`config.mk`:
```
export PLATFORM = sky130hd
export DESIGN_NAME = fpu_result_queue
export DESIGN_NICKNAME = d
export VERILOG_FILES = /design/src/rtl/fpu_result_queue.sv
export SDC_FILE = /design/constraint.sdc
export NUM_CORES = 1
export LEC_CHECK = 0
export ABC_CLOCK_PERIOD_IN_PS = 4100
export BUFFER_PORTS_ARGS = -buffer_cell sky130_fd_sc_hd__buf_2
export CORE_MARGIN = 2
export CORE_UTILIZATION = 45
export DETAILED_ROUTE_END_ITERATION = 8
export PLACE_DENSITY = 0.62
export SETUP_SLACK_MARGIN = 0.15
export SLEW_MARGIN = 20
export SYNTH_ARGS = -nofsm -noshare
export SYNTH_HDL_FRONTEND = slang
export SYNTH_SLANG_ARGS = --single-unit
```
`constraint.sdc`:
```
create_clock -name clk -period 4.1 [get_ports clk]
set_clock_uncertainty 0.05 [all_clocks]
set_input_delay 0.205 -clock clk [delete_from_list [all_inputs] [get_ports clk]]
set_output_delay 0.205 -clock clk [all_outputs]
set_load 0.02 [all_outputs]
```
`src/rtl/fpu_result_queue.sv`:
```
// Result FIFO between the single-precision adder and FPU register-file writeback.
// Buffers result/tag/overflow entries and tracks sticky overflow and NaN status.
module fpu_result_queue #(
    parameter int DEPTH = 4,
    parameter int TAG_W = 5,
    parameter int CNT_W = $clog2(DEPTH + 1)
) (
    input  logic             clk,
    input  logic             rstn,
    input  logic             in_valid,
    input  logic [31:0]      in_data,
    input  logic             in_overflow,
    input  logic [TAG_W-1:0] in_tag,
    output logic             in_ready,
    output logic             out_valid,
    output logic [31:0]      out_data,
    output logic [TAG_W-1:0] out_tag,
    output logic             out_overflow,
    input  logic             out_ready,
    output logic [CNT_W-1:0] count,
    output logic             ovf_sticky,
    output logic             nan_sticky,
    input  logic             clear_status
);

    localparam int PTR_W = $clog2(DEPTH);

    logic [31:0]      data_mem [DEPTH];
    logic [TAG_W-1:0] tag_mem  [DEPTH];
    logic             ovf_mem  [DEPTH];

    logic [PTR_W-1:0] rd_ptr;
    logic [PTR_W-1:0] wr_ptr;
    logic             push;
    logic             pop;
    logic             in_is_nan;

    // in_ready looks only at occupancy, so a full queue never accepts on a same-cycle pop.
    assign in_ready  = (count != CNT_W'(DEPTH));
    assign out_valid = (count != '0);
    assign push      = in_valid & in_ready;
    assign pop       = out_valid & out_ready;
    assign in_is_nan = (in_data[30:23] == 8'hFF) && (in_data[22:0] != 23'd0);

    assign out_data     = data_mem[rd_ptr];
    assign out_tag      = tag_mem[rd_ptr];
    assign out_overflow = ovf_mem[rd_ptr];

    always_ff @(posedge clk or negedge rstn) begin
        if (!rstn) begin
            for (int i = 0; i < DEPTH; i++) begin
                data_mem[i] <= '0;
                tag_mem[i]  <= '0;
                ovf_mem[i]  <= 1'b0;
            end
        end else if (push) begin
            data_mem[wr_ptr] <= in_data;
            tag_mem[wr_ptr]  <= in_tag;
            ovf_mem[wr_ptr]  <= in_overflow;
        end
    end

    // Pointers wrap for free because DEPTH is a power of two.
    always_ff @(posedge clk or negedge rstn) begin
        if (!rstn) begin
            wr_ptr <= '0;
            rd_ptr <= '0;
            count  <= '0;
        end else begin
            if (push) wr_ptr <= wr_ptr + 1'b1;
            if (pop)  rd_ptr <= rd_ptr + 1'b1;
            if (push && !pop)      count <= count + 1'b1;
            else if (pop && !push) count <= count - 1'b1;
        end
    end

    // A set on the same edge as clear_status wins, so no status event is lost.
    always_ff @(posedge clk or negedge rstn) begin
        if (!rstn) begin
            ovf_sticky <= 1'b0;
            nan_sticky <= 1'b0;
        end else begin
            if (push && in_overflow) ovf_sticky <= 1'b1;
            else if (clear_status)   ovf_sticky <= 1'b0;
            if (push && in_is_nan)   nan_sticky <= 1'b1;
            else if (clear_status)   nan_sticky <= 1'b0;
        end
    end

endmodule

```
# Word level (Yosys, flattened, before mapping)
# Index checks and enable logic that the tools add are counted.
[totals] out_inout_bits=45 in_bits=43 reg_bits=161
[op_classes] n_addsub=4 eq_ne=2 n_reduce_logical=13 magnitude_cmp=3 bitwise_logic=4 mux=23
[op_table] cell="$bwmux 128" count=1
[op_table] cell="$mux 32" count=3
[op_table] cell="$bmux 32 s2" count=1
[op_table] cell="$demux 32 s2" count=1
[op_table] cell="$reduce_bool 23->1" count=1
[op_table] cell="$bwmux 20" count=1
[op_table] cell="$mux 5" count=3
[op_table] cell="$bmux 5 s2" count=1
[op_table] cell="$demux 5 s2" count=1
[op_table] cell="$eq 8x8->1 const B" count=1
[op_table] cell="$ge 3x3->1 const B" count=2
[op_table] cell="$logic_and 1x1->1" count=6
[op_table] cell="$mux 1" count=6
[op_table] cell="$mux 3" count=2
[op_table] cell="$not 2->3" count=2
[op_table] cell="$reduce_bool 2->1" count=3
[op_table] cell="$add 2x1->2 const B" count=2
[op_table] cell="$bwmux 4" count=1
[op_table] cell="$add 3x1->3 const B" count=1
[op_table] cell="$lt 3x1->1 const B" count=1
[op_table] cell="$ne 3x3->1 const B" count=1
[op_table] cell="$reduce_bool 3->1" count=1
[op_table] cell="$sub 3x1->3 const B" count=1
[op_table] cell="$and 1x1->1" count=2
[op_table] cell="3 further kinds" count=4

# Longest topological paths before layout
# Gate-level depths: netlist of run 1.
[logic_depth] word_depth=6 mapped_depth=10

# Worst setup path after synthesis of run 1
# Ideal clock, no wire load.
[synth_timing] kind="reg2reg" startpoint="reg count[1]" endpoint="reg count[1]" stages_incl_launch_ff=9 arrival_ps=2111 path_slack_ps=1814 period_less_slack_ps=2286 path_cell_list="dfrtp_1 -> or3b_1 -> buf_6 -> nand2_1 -> inv_1 -> ha_1 -> inv_1 -> fa_1 -> mux2_2"
[synth_via] elab_chain_cells=5 word_cells_on_any_way=13
[synth_rtl] element="start: declaration" line="20" source="output logic [CNT_W-1:0] count,"
[synth_rtl] element="start signal: assignment" line="72" source="if (push && !pop) count <= count + 1'b1;"
[synth_rtl] element="start signal: assignment" line="73" source="else if (pop && !push) count <= count - 1'b1;"
[synth_rtl] element="$ne 3x3->1 *" line="39" source="assign in_ready = (count != CNT_W'(DEPTH));"
[synth_rtl] element="named net in_ready" line="14" source="output logic in_ready,"
[synth_rtl] element="$and 1x1->1 *" line="41" source="assign push = in_valid & in_ready;"
[synth_rtl] element="named net push" line="34" source="logic push;"
[synth_rtl] element="$logic_not 1->1" line="73"
[synth_rtl] element="$logic_and 1x1->1" line="73"
[synth_rtl] element="$reduce_bool 2->1 (no source line)"
# Mark *: on every way through the listed nets, which the timed path passes. The rest lies on a longest branch. The select of a mux whose other input is x is not followed.
# A chain may end at the register's enable or synchronous reset.

# Worst setup path after layout of run 1
[layout_timing] startpoint="reg count[2]" endpoint="reg data_mem[25] in the netlist's numbering"
[layout_via] elab_chain_cells=2
[layout_rtl] element="$ne 3x3->1" line="39"
[layout_rtl] element="$and 1x1->1" line="41"
[layout_rtl] element="end signal: indexed assignment" line="57" source="data_mem[wr_ptr] <= in_data;"
[layout_rtl] element="end: declaration" line="28" source="logic [31:0] data_mem [DEPTH];"
# No other way between the ends.

==> results of run 1 <==
[layer usage]
layer  share of wire, %  wire length [um]  GRT usage [%]  up-vias
li1                   -                 -              -     1759
met4               0.93               141          5.142        0
met3                4.1               629          4.680       10
met5                  0                 0              0        -
met2                 47              7210          28.24       74
met1                 48              7233          26.56     2130
[per-stage QoR]
| stage | cells | hold slack (ns) | power, mW | setup WS [ns] | instance area, um^2 |
|---|---|---|---|---|---|
| 2_1_floorplan | 421 | -0.1406 | 5.693 | 1.814 | 7527 |
| 3_3_place_gp | 711 | 0.2719 | 6.458 | 1.525 | 8028 |
| 3_5_place_dp | 711 | 0.2825 | 6.557 | 1.462 | 8028 |
| 4_1_cts | 746 | 0.003428 | 8.125 | 1.474 | 8636 |
| 5_1_grt | 746 | 0.005556 | 8.488 | 1.295 | 8638 |
| 6_report | 747 | 0.02062 | 8.024 | 1.483 | 8641 |
[layout by cell type, fill, tap and decap left out]
master / instances
clkinvlp_4: 1
inv_1: 5
diode_2: 1
mux2_4: 80
clkbuf_1: 1
dlygate4sd3_1: 3
nand3_1: 3
a2bb2oi_1: 1
nor3_1: 1
buf_2: 86
mux4_2: 38
dfrtp_1: 159
mux2_2: 74
bufinv_16: 1
xor2_1: 2
buf_4: 9
clkinv_2: 5
clkbuf_16: 17
or3b_1: 1
nand3_2: 4
nor2_1: 1
nand2_1: 2
dfrtp_2: 1
nand4_1: 2
clkbuf_8: 5
buf_6: 1
or3_1: 1
dfrtp_4: 1
fa_1: 1
nand2b_1: 1
clkinv_4: 2
nor4_1: 5
ha_1: 5
xnor2_1: 4
o21ai_0: 1
and4_1: 2
[critical path, stage by stage (launching register included)]
cell and delay (ns):
dfrtp_1 0.42, or3b_1 0.39, nand3_2 0.79, buf_4 0.53, mux2_4 0.32
[flip-flops by register name, summed over array words and instances (netlist names)]
name	cells
ovf_sticky	1
data_mem	128
rd_ptr	2
nan_sticky	1
wr_ptr	2
count	3
ovf_mem	4
tag_mem	20
[worst paths after layout]
kind                                        start  slack [ns]                       end
setup / recovery             count[2]$_DFFE_PN0P_        1.48  data_mem[25]$_DFFE_PN0P_
hold reg to reg            tag_mem[8]$_DFFE_PN0P_        0.45    tag_mem[8]$_DFFE_PN0P_
max in group asynchronous                    rstn        2.62   tag_mem[16]$_DFFE_PN0P_
setup reg to reg             count[2]$_DFFE_PN0P_        1.48  data_mem[25]$_DFFE_PN0P_
hold / removal                        in_data[31]        0.02  data_mem[95]$_DFFE_PN0P_
min in group asynchronous                    rstn        0.36  data_mem[50]$_DFFE_PN0P_
[cell families after synthesis]
group,synth area share (%)
xor+xnor,0.6981
buf+inv,4.056
flops,53.52
mux,38.40
fa+ha+maj,1.097
simple gates,2.045
compound gates,0.1828
[what timing repair did]
item | 4_1_cts | 5_1_grt
buffers inserted | 0 | 0
hold endpoints to repair | 90 | 0
hold buffers | 3 | 0
[layout make-up]
cell class / instances / area [um^2] / area share, %
diodes: 1 / 2.502 / 0.02896
clock buffers: 23 / 498.0 / 5.763
clock inverters: 9 / 80.08 / 0.9267
inverters: 5 / 18.77 / 0.2172
multi-input cells: 229 / 3193 / 36.95
flip-flops and latches: 161 / 4034 / 46.68
well taps: 220 / 275.3 / 3.186
repair buffers: 99 / 539.3 / 6.241
[power groups by stage]
stage	Clock (mW)	Sequential (mW)	Combinational [mW]
2_1_floorplan	0	2.72	2.97
3_3_place_gp	0	2.95	3.50
3_5_place_dp	0	2.99	3.57
4_1_cts	1.57	2.97	3.58
5_1_grt	1.65	3.08	3.76
6_report	1.54	2.97	3.52
==> run metrics, run 1 <==
GR Overflow Total=0; Worst Path Arrival=between 2 and 3 ns; crit path capture type=flop; fmax=382.2 MHz; max-cap viol count=0; cells after synthesis=roughly 420; Period minus WS final=2.617 ns; VDD IR-drop max=between 0.3 and 0.4 mV; Seq/Total Area, Yosys=between 50% and 60%; Area growth, synth to finish=14.79%; Final Cycle Share=63.82%; P_leak=~4 nW; Comb pwr share=between 40% and 50%; filler instances=1,360; most numerous cell in the Yosys netlist=dfrtp_1; worst skew pair latency=about 0.42 ns; Die H=between 100 and 150 um; Detail Route Antenna Nets=0; I/O pins=88; final setup vio count=0; synth unique cells=27; layout cell share with drive strength beyond 1=about three fifths; Final nets=562; Crit path required time=4.35 ns; vias in the first global route=roughly 4,500; drt first-iter violations=slightly below 200; DIE AREA=17,780 um^2; EDFF count, synth=0; cts bufs inserted=17; residual DRC count=0; Commonest cells post-synth=dfrtp_1, mux2_4, mux2_2; PortBufs=87; setup TNS=0 ns; initial antenna violation count=1; Post-synth ARST share=100.0%; PwrDens=about 930 nW/um^2; Synth top area share=53.52%; startpoint types=flop; Crit Path Max Fanout=27; worst hold path class=input pin to flop; Synth Register Bits=161; synth top area cells=dfrtp_1, mux2_4, mux4_2, mux2_2, buf_12; Cell Area, Synth=between 7000 and 8000 um^2; die width=approximately 130 um; Switching Share=between 30% and 40%; sequential power share=a little under two fifths; pin count of the biggest net entering global routing=88; clock share of power=19.2%; switching power=roughly 2.7 mW; Reg clk slew, reported paths=0.06 ns; outcome=complete, no violations; Yosys warning total=0; hold depth=2; Pre-Repair DR Iteration Count=4; first-pass GRT wire length=about 25,000 um; unrepaired setup endpoints after global routing=no; Worst-Margin Slew=around 0.95 ns; DPL Wire Length=approximately 9800 um; Syn Nets=470; Avg Cell Area, Syn=17.88 um^2; Core Area=between 15,000 and 20,000 um^2; row count=between 40 and 50; routed wire length=between 15,000 and 20,000 um; final hold violation count=0; Initial Utilization=45.71%; Worst Path Class, Setup=flop to flop; GRT Total Usage=18.49%; CTS tree=done; Max-Slew Margin vs Limit=a little over a third; CTS root buffer=clkbuf_16; post-DR wirelength/cell=just over 20 um; via/cell ratio=5.319; Synth Flop Type=dfrtp_1; final core occ=between 50% and 60%; number of clock sinks=about 160; largest area contributor in the netlist=dfrtp_1; htree depth=4; cts repair resizes=0; Worst Reg-to-Reg Cells=4; clk buf depth=2; Slew Limit Fails=0; internal power=~5.3 mW; final RePlAce weighted congestion=around 0.75; via count=3,973
Power figures use the tool's default switching activity.
==> run 2: changes to the inputs <==
--- a/config.mk
+++ b/config.mk
@@ -5,12 +5,12 @@
 export SDC_FILE = /design/constraint.sdc
 export NUM_CORES = 1
 export LEC_CHECK = 0
-export ABC_CLOCK_PERIOD_IN_PS = 4100
+export ABC_CLOCK_PERIOD_IN_PS = 2200
 export BUFFER_PORTS_ARGS = -buffer_cell sky130_fd_sc_hd__buf_2
 export CORE_MARGIN = 2
 export CORE_UTILIZATION = 45
 export DETAILED_ROUTE_END_ITERATION = 8
-export PLACE_DENSITY = 0.62
+export PLACE_DENSITY = 0.65
 export SETUP_SLACK_MARGIN = 0.15
 export SLEW_MARGIN = 20
 export SYNTH_ARGS = -nofsm -noshare
==> constraint.sdc (replaced) <==
create_clock -name clk -period 2.2 [get_ports clk]
set_clock_uncertainty 0.05 [all_clocks]
set_input_delay 0.11 -clock clk [delete_from_list [all_inputs] [get_ports clk]]
set_output_delay 0.11 -clock clk [all_outputs]
set_load 0.02 [all_outputs]
==> run 2 against run 1 <==
Effect of this change:
- power grew 100%
- sequential share of layout area shrank 4.1 points
- register-to-register slack lost 1.3 ns
- wire length grew 8.9%
- maximum frequency grew 29%
- cell count grew 7.4%
- combinational power grew 110%
- worst hold slack gained 0.17 ns
- critical endpoint is now count[1]$_DFFE_PN0P_
- largest cell class unchanged
- largest power group unchanged
==> run metrics, run 2 (synthesis gave the netlist of run 1 again) <==
Worst-Margin Slew=around 0.6 ns; VDD IR-drop max=about 0.77 mV; Worst Reg-to-Reg Cells=7; most frequent cells in the layout=dfrtp_1, buf_2, mux2_4; post-DR wirelength/cell=approximately 21 um; Max-Slew Margin vs Limit=59.11%; layout cell share with drive strength beyond 1=roughly three fifths; worst hold path class=input pin to async pin; Placed Cells=around 720; number of clock sinks=161; PwrDens=1692 nW/um^2; internal power=around 11 mW; number of flip-flops in the largest register=128; Area growth, synth to finish=25.86%; I/O pins=88; Detail Route Antenna Nets=0; pin count of the biggest net entering global routing=64; filler-free cell count of the finished design=between 800 and 900; Period minus WS final=2.027 ns; setup TNS=0 ns; post-route cell area=approximately 9500 um^2; filler instances=~1,300; Final Cycle Share=92.14%; Crit Path Max Fanout=4; final setup vio count=0; clock share of power=between 15 and 20%; Worst Path Arrival=roughly 2.3 ns; Core Area=roughly 16,000 um^2; worst skew pair latency=around 0.43 ns; first-pass GRT wire length=26,630 um; max-cap viol count=0; PortBufs=87; Final nets=~620; Die H=approximately 130 um; fmax=roughly 490 MHz; cts bufs inserted=17; die width=roughly 130 um; DIE AREA=~18,000 um^2; via/cell ratio=roughly 5.3; drt first-iter violations=approximately 170; htree depth=4; crit path capture type=flop; outcome=complete, no violations; Largest Register=data_mem; Slew Limit Fails=0; unrepaired setup endpoints after global routing=yes; initial antenna violation count=0; Worst Path Class, Setup=flop to flop; Crit path required time=roughly 2.5 ns; clk buf depth=2; Switching Share=around 33%; Comb pwr share=a little under half; vias in the first global route=~4,800; sequential power share=33.5%; row count=47; Pre-Repair DR Iteration Count=4; final hold violation count=0; CTS tree=done; GRT Total Usage=about a fifth; R2R Path Start=count[1]$_DFFE_PN0P_; most common cell after layout, fill and taps aside=dfrtp_1; switching power=5.260 mW; GR Overflow Total=0; r2r setup slk=0.17 ns; biggest regs=data_mem: 128 flops, tag_mem: 20 flops, ovf_mem: 4 flops; residual DRC count=0; Post-DP Area=8264 um^2; diode count=0; startpoint types=flop; P_leak=roughly 4.4 nW; Reg clk slew, reported paths=0.07 ns; RR Endpoint=count[1]$_DFFE_PN0P_; via count=4,281; final RePlAce weighted congestion=0.7208; routed wire length=between 15,000 and 20,000 um; CTS root buffer=clkbuf_16; Initial Utilization=45.71%; DPL Wire Length=9991 um
[run 2: changes by cell type in the layout (fill, tap and decap cells not counted), sizes merged]
cell	previous run	this run
buf	96	111
bufinv	1	4
diode	1	0
clkinv	7	4
dlygate4sd3	3	42
clkbuf	23	25
[run 2: final cells by class]
cell class                      count  area (um^2)  area share, %
Clock buffer                       23        478.0          5.045
Timing Repair Buffer              155         1279          13.50
Multi-Input combinational cell    229         3234          34.14
Sequential cell                   161         4034          42.58
Tap cell                          220        275.3          2.905
Inverter                            5        18.77         0.1981
Clock inverter                      9        155.1          1.638
[run 2: power groups by stage]
| stage | Sequential (mW) | Combinational [mW] | Clock (mW) |
|---|---|---|---|
| after floorplan | 5.08 | 5.58 | 0 |
| after global placement | 5.24 | 7.00 | 0 |
| after detailed placement | 5.38 | 7.14 | 0 |
| after CTS | 5.37 | 7.38 | 3.22 |
| after global routing | 5.55 | 7.97 | 3.33 |
| final | 5.36 | 7.50 | 3.16 |
[run 2: through the flow]
step | hold slack [ns] | util [%] | setup WS (ns) | power (mW)
after floorplan | -0.2356 | - | 0.03699 | 10.66
after global placement | 0.07071 | 50.19 | 0.1552 | 12.25
after detailed placement | 0.08911 | 50.19 | 0.08976 | 12.53
after CTS | 0.2075 | 57.01 | 0.1065 | 15.97
after global routing | 0.2351 | 57.54 | 0.1049 | 16.85
final | 0.1888 | 57.54 | 0.1730 | 16.03
[run 2: per-layer routing]
layer,vias up,track usage (%),wire [um]
met4,0,7.447,235
met2,94,30.99,7849
met3,16,4.186,575
met5,-,0,0
li1,1864,-,-
met1,2307,27.24,7907
[run 2: critical path, cell delays in order (launching register included)]
cell and delay (ns):
dfrtp_2 0.42, or3b_4 0.42, nand2_4 0.08, inv_2 0.04
ha_4 0.15, inv_2 0.05, fa_2 0.42, mux2_4 0.28
[run 2: worst max path at each step]
stage,from,end,slack [ns],cells after the start
6_report,count[1]$_DFFE_PN0P_,count[1]$_DFFE_PN0P_,0.17,7
5_1_grt,count[1]$_DFFE_PN0P_,count[1]$_DFFE_PN0P_,0.10,7
4_1_cts,count[1]$_DFFE_PN0P_,count[2]$_DFFE_PN0P_,0.11,8
3_5_place_dp,count[1]$_DFFE_PN0P_,count[2]$_DFFE_PN0P_,0.09,8
3_3_place_gp,count[0]$_DFFE_PN0P_,count[1]$_DFFE_PN0P_,0.16,7
2_1_floorplan,count[0]$_DFFE_PN0P_,count[1]$_DFFE_PN0P_,0.04,8
[run 2: what timing repair did]
action	4_1_cts	5_1_grt
buffers inserted	4	3
gates resized for setup	4	1
pin swaps	0	4
hold buffers	42	0
cloned	1	2
setup endpoints to repair	20	27
hold endpoints to repair	217	0
==> run 3: changes to the inputs <==
--- a/config.mk
+++ b/config.mk
@@ -5,12 +5,12 @@
 export SDC_FILE = /design/constraint.sdc
 export NUM_CORES = 1
 export LEC_CHECK = 0
-export ABC_CLOCK_PERIOD_IN_PS = 2200
+export ABC_CLOCK_PERIOD_IN_PS = 2590
 export BUFFER_PORTS_ARGS = -buffer_cell sky130_fd_sc_hd__buf_2
 export CORE_MARGIN = 2
 export CORE_UTILIZATION = 45
 export DETAILED_ROUTE_END_ITERATION = 8
-export PLACE_DENSITY = 0.65
+export PLACE_DENSITY = 0.74
 export SETUP_SLACK_MARGIN = 0.15
 export SLEW_MARGIN = 20
 export SYNTH_ARGS = -nofsm -noshare
==> constraint.sdc (replaced) <==
create_clock -name clk -period 2.59 [get_ports clk]
set_clock_uncertainty 0.05 [all_clocks]
set_input_delay 0.1295 -clock clk [delete_from_list [all_inputs] [get_ports clk]]
set_output_delay 0.1295 -clock clk [all_outputs]
set_load 0.02 [all_outputs]
==> run 3 against run 2 <==
Effect of this change:
- clock-buffer cell count fell by 4
- via count fell by 2.0%
- worst setup slack improved by 0.12 ns
- clock power shrank 13%
- sequential power is 13% lower
- sequential cell count unchanged
- combinational power down 22%
- global-route usage is 1.1 points lower
- largest power group unchanged
- highest routed layer unchanged
==> run metrics, run 3 (synthesis gave the netlist of run 1 again) <==
htree depth=4; first-pass GRT wire length=between 20,000 and 30,000 um; Pre-Repair DR Iteration Count=4; I/O pins=between 80 and 90; PwrDens=1440 nW/um^2; Slowest cell on crit path=dfrtp_2; switching power=4.337 mW; r2r setup slk=0.40 ns; cts bufs inserted=17; routed wire length=roughly 15,000 um; clk buf depth=2; DIE AREA=17,780 um^2; filler-free cell count of the finished design=between 700 and 800; Reg clk slew, reported paths=approximately 0.060 ns; Worst-Margin Slew=0.5457 ns; Final nets=605; CTS root buffer=clkbuf_16; number of flip-flops in the largest register=about 130; filler instances=roughly 1,300; Core Area=between 15,000 and 20,000 um^2; fmax=roughly 440 MHz; Largest Register=data_mem; final RePlAce weighted congestion=0.7352; sequential power share=35.1%; GR Overflow Total=0; diode count=0; Switching Share=between 30% and 40%; Initial Utilization=approximately 46%; hold depth=3; Die H=133.3 um; crit path capture type=output port; CTS hold repair buffers=approximately 40; Period minus WS final=about 2.3 ns; DPL Wire Length=approximately 10000 um; Slew Limit Fails=0; post-DR wirelength/cell=between 15 and 20 um; Worst Path Class, Setup=flop to output port; Worst Reg-to-Reg Cells=7; Area growth, synth to finish=22.01%; most common cell after layout, fill and taps aside=dfrtp_1; Crit Path Max Fanout=14; CTS tree=done; via count=between 4,000 and 5,000; internal power=between 8 and 9 mW; die width=133.3 um; worst skew pair latency=around 0.42 ns; startpoint types=flop; number of clock sinks=roughly 160; GRT Total Usage=18.58%; final hold violation count=0; Crit path required time=about 2.4 ns; unrepaired setup endpoints after global routing=no; Final Cycle Share=between 80% and 90%; PortBufs=87; outcome=complete, no violations; Max-Slew Margin vs Limit=a little under two thirds; row count=47; Worst Path Arrival=between 2 and 2.5 ns; cts repair resizes=0; area of the multi-input gates=between 3000 and 4000 um^2; biggest regs=data_mem: 128 flops, tag_mem: 20 flops, ovf_mem: 4 flops; setup TNS=0 ns; worst path buffer plus inverter count=2; final setup vio count=0; Comb pwr share=44.0%; via/cell ratio=5.317; vias in the first global route=roughly 4,600; R2R Path Start=count[1]$_DFFE_PN0P_; Sequential Area=around 4000 um^2; worst hold path class=input pin to flop; drt first-iter violations=207; residual DRC count=0; P_leak=4.269 nW; clock share of power=20.9%; RR Endpoint=count[1]$_DFFE_PN0P_; layout cell share with drive strength beyond 1=between 50% and 60%; Setup Fix Bufs, Post-CTS=0; initial antenna violation count=0; min-delay src=in_valid; pin count of the biggest net entering global routing=72; most frequent cells in the layout=dfrtp_1, buf_2, mux2_4; CP delay by family, top=flip-flops; max-cap viol count=0; Placed Cells=716; Worst Hold End=wr_ptr[0]$_DFFE_PN0P_; Detail Route Antenna Nets=0; CP max stage delay=about 0.72 ns; VDD IR-drop max=approximately 0.77 mV; worst-path cell chain=buf_12 -> mux4_2 -> buf_2
[run 3: layout make-up]
type                       count  share of cell area [%]
inverter                       5                  0.2044
clock buffer                  19                   4.932
multi-input combinational    229                   34.77
sequential                   161                   43.90
clock inverter                13                   2.234
tap                          220                   2.997
timing repair buffer         142                   10.97
[run 3: worst max-delay path by stage]
stage                               start              endpoint  slack, ns  cells after the start
floorplan            count[1]$_DFFE_PN0P_  count[1]$_DFFE_PN0P_       0.30                      8
global placement     count[1]$_DFFE_PN0P_  count[1]$_DFFE_PN0P_       0.48                      7
detailed placement   count[0]$_DFFE_PN0P_  count[1]$_DFFE_PN0P_       0.42                      7
CTS                 rd_ptr[0]$_DFFE_PN0P_           out_data[1]       0.23                      3
global route        rd_ptr[0]$_DFFE_PN0P_          out_data[29]       0.18                      3
finish              rd_ptr[0]$_DFFE_PN0P_          out_data[14]       0.30                      3
[run 3: power by group through the flow]
| stage | clock network [mW] | logic [mW] | registers (mW) |
|---|---|---|---|
| 2_1_floorplan | 0 | 4.70 | 4.31 |
| 3_3_place_gp | 0 | 5.73 | 4.55 |
| 3_5_place_dp | 0 | 5.84 | 4.66 |
| 4_1_cts | 2.82 | 5.91 | 4.64 |
| 5_1_grt | 2.92 | 6.20 | 4.80 |
| 6_report | 2.76 | 5.82 | 4.64 |
[run 3: stage by stage]
step	total power [mW]	instance area [um^2]	worst slack [ns]	hold WS [ns]	util (%)
floorplan	9.013	7527	0.3041	-0.2161	-
global placement	10.29	8115	0.4848	0.05989	49.29
detailed placement	10.50	8115	0.4153	0.07648	49.29
CTS	13.36	9184	0.2300	0.06609	55.78
global route	13.92	9184	0.1813	0.08905	55.78
finish	13.22	9184	0.2959	0.08659	55.78
[run 3: worst register-to-register path, stage by stage (launching register included)]
cell and delay, ns:
dfrtp_1 0.43, or3b_1 0.42, nand2_1 0.15, inv_1 0.07
ha_1 0.22, inv_1 0.07, fa_1 0.42, mux2_2 0.27
[run 3: per-layer routing]
metal	vias up	global-route usage, %	part of all wire, %
met4	0	5.674	1.1
met2	81	29.93	48
li1	1836	-	-
met1	2264	25.65	47
met3	14	3.843	3.5
met5	-	0	0
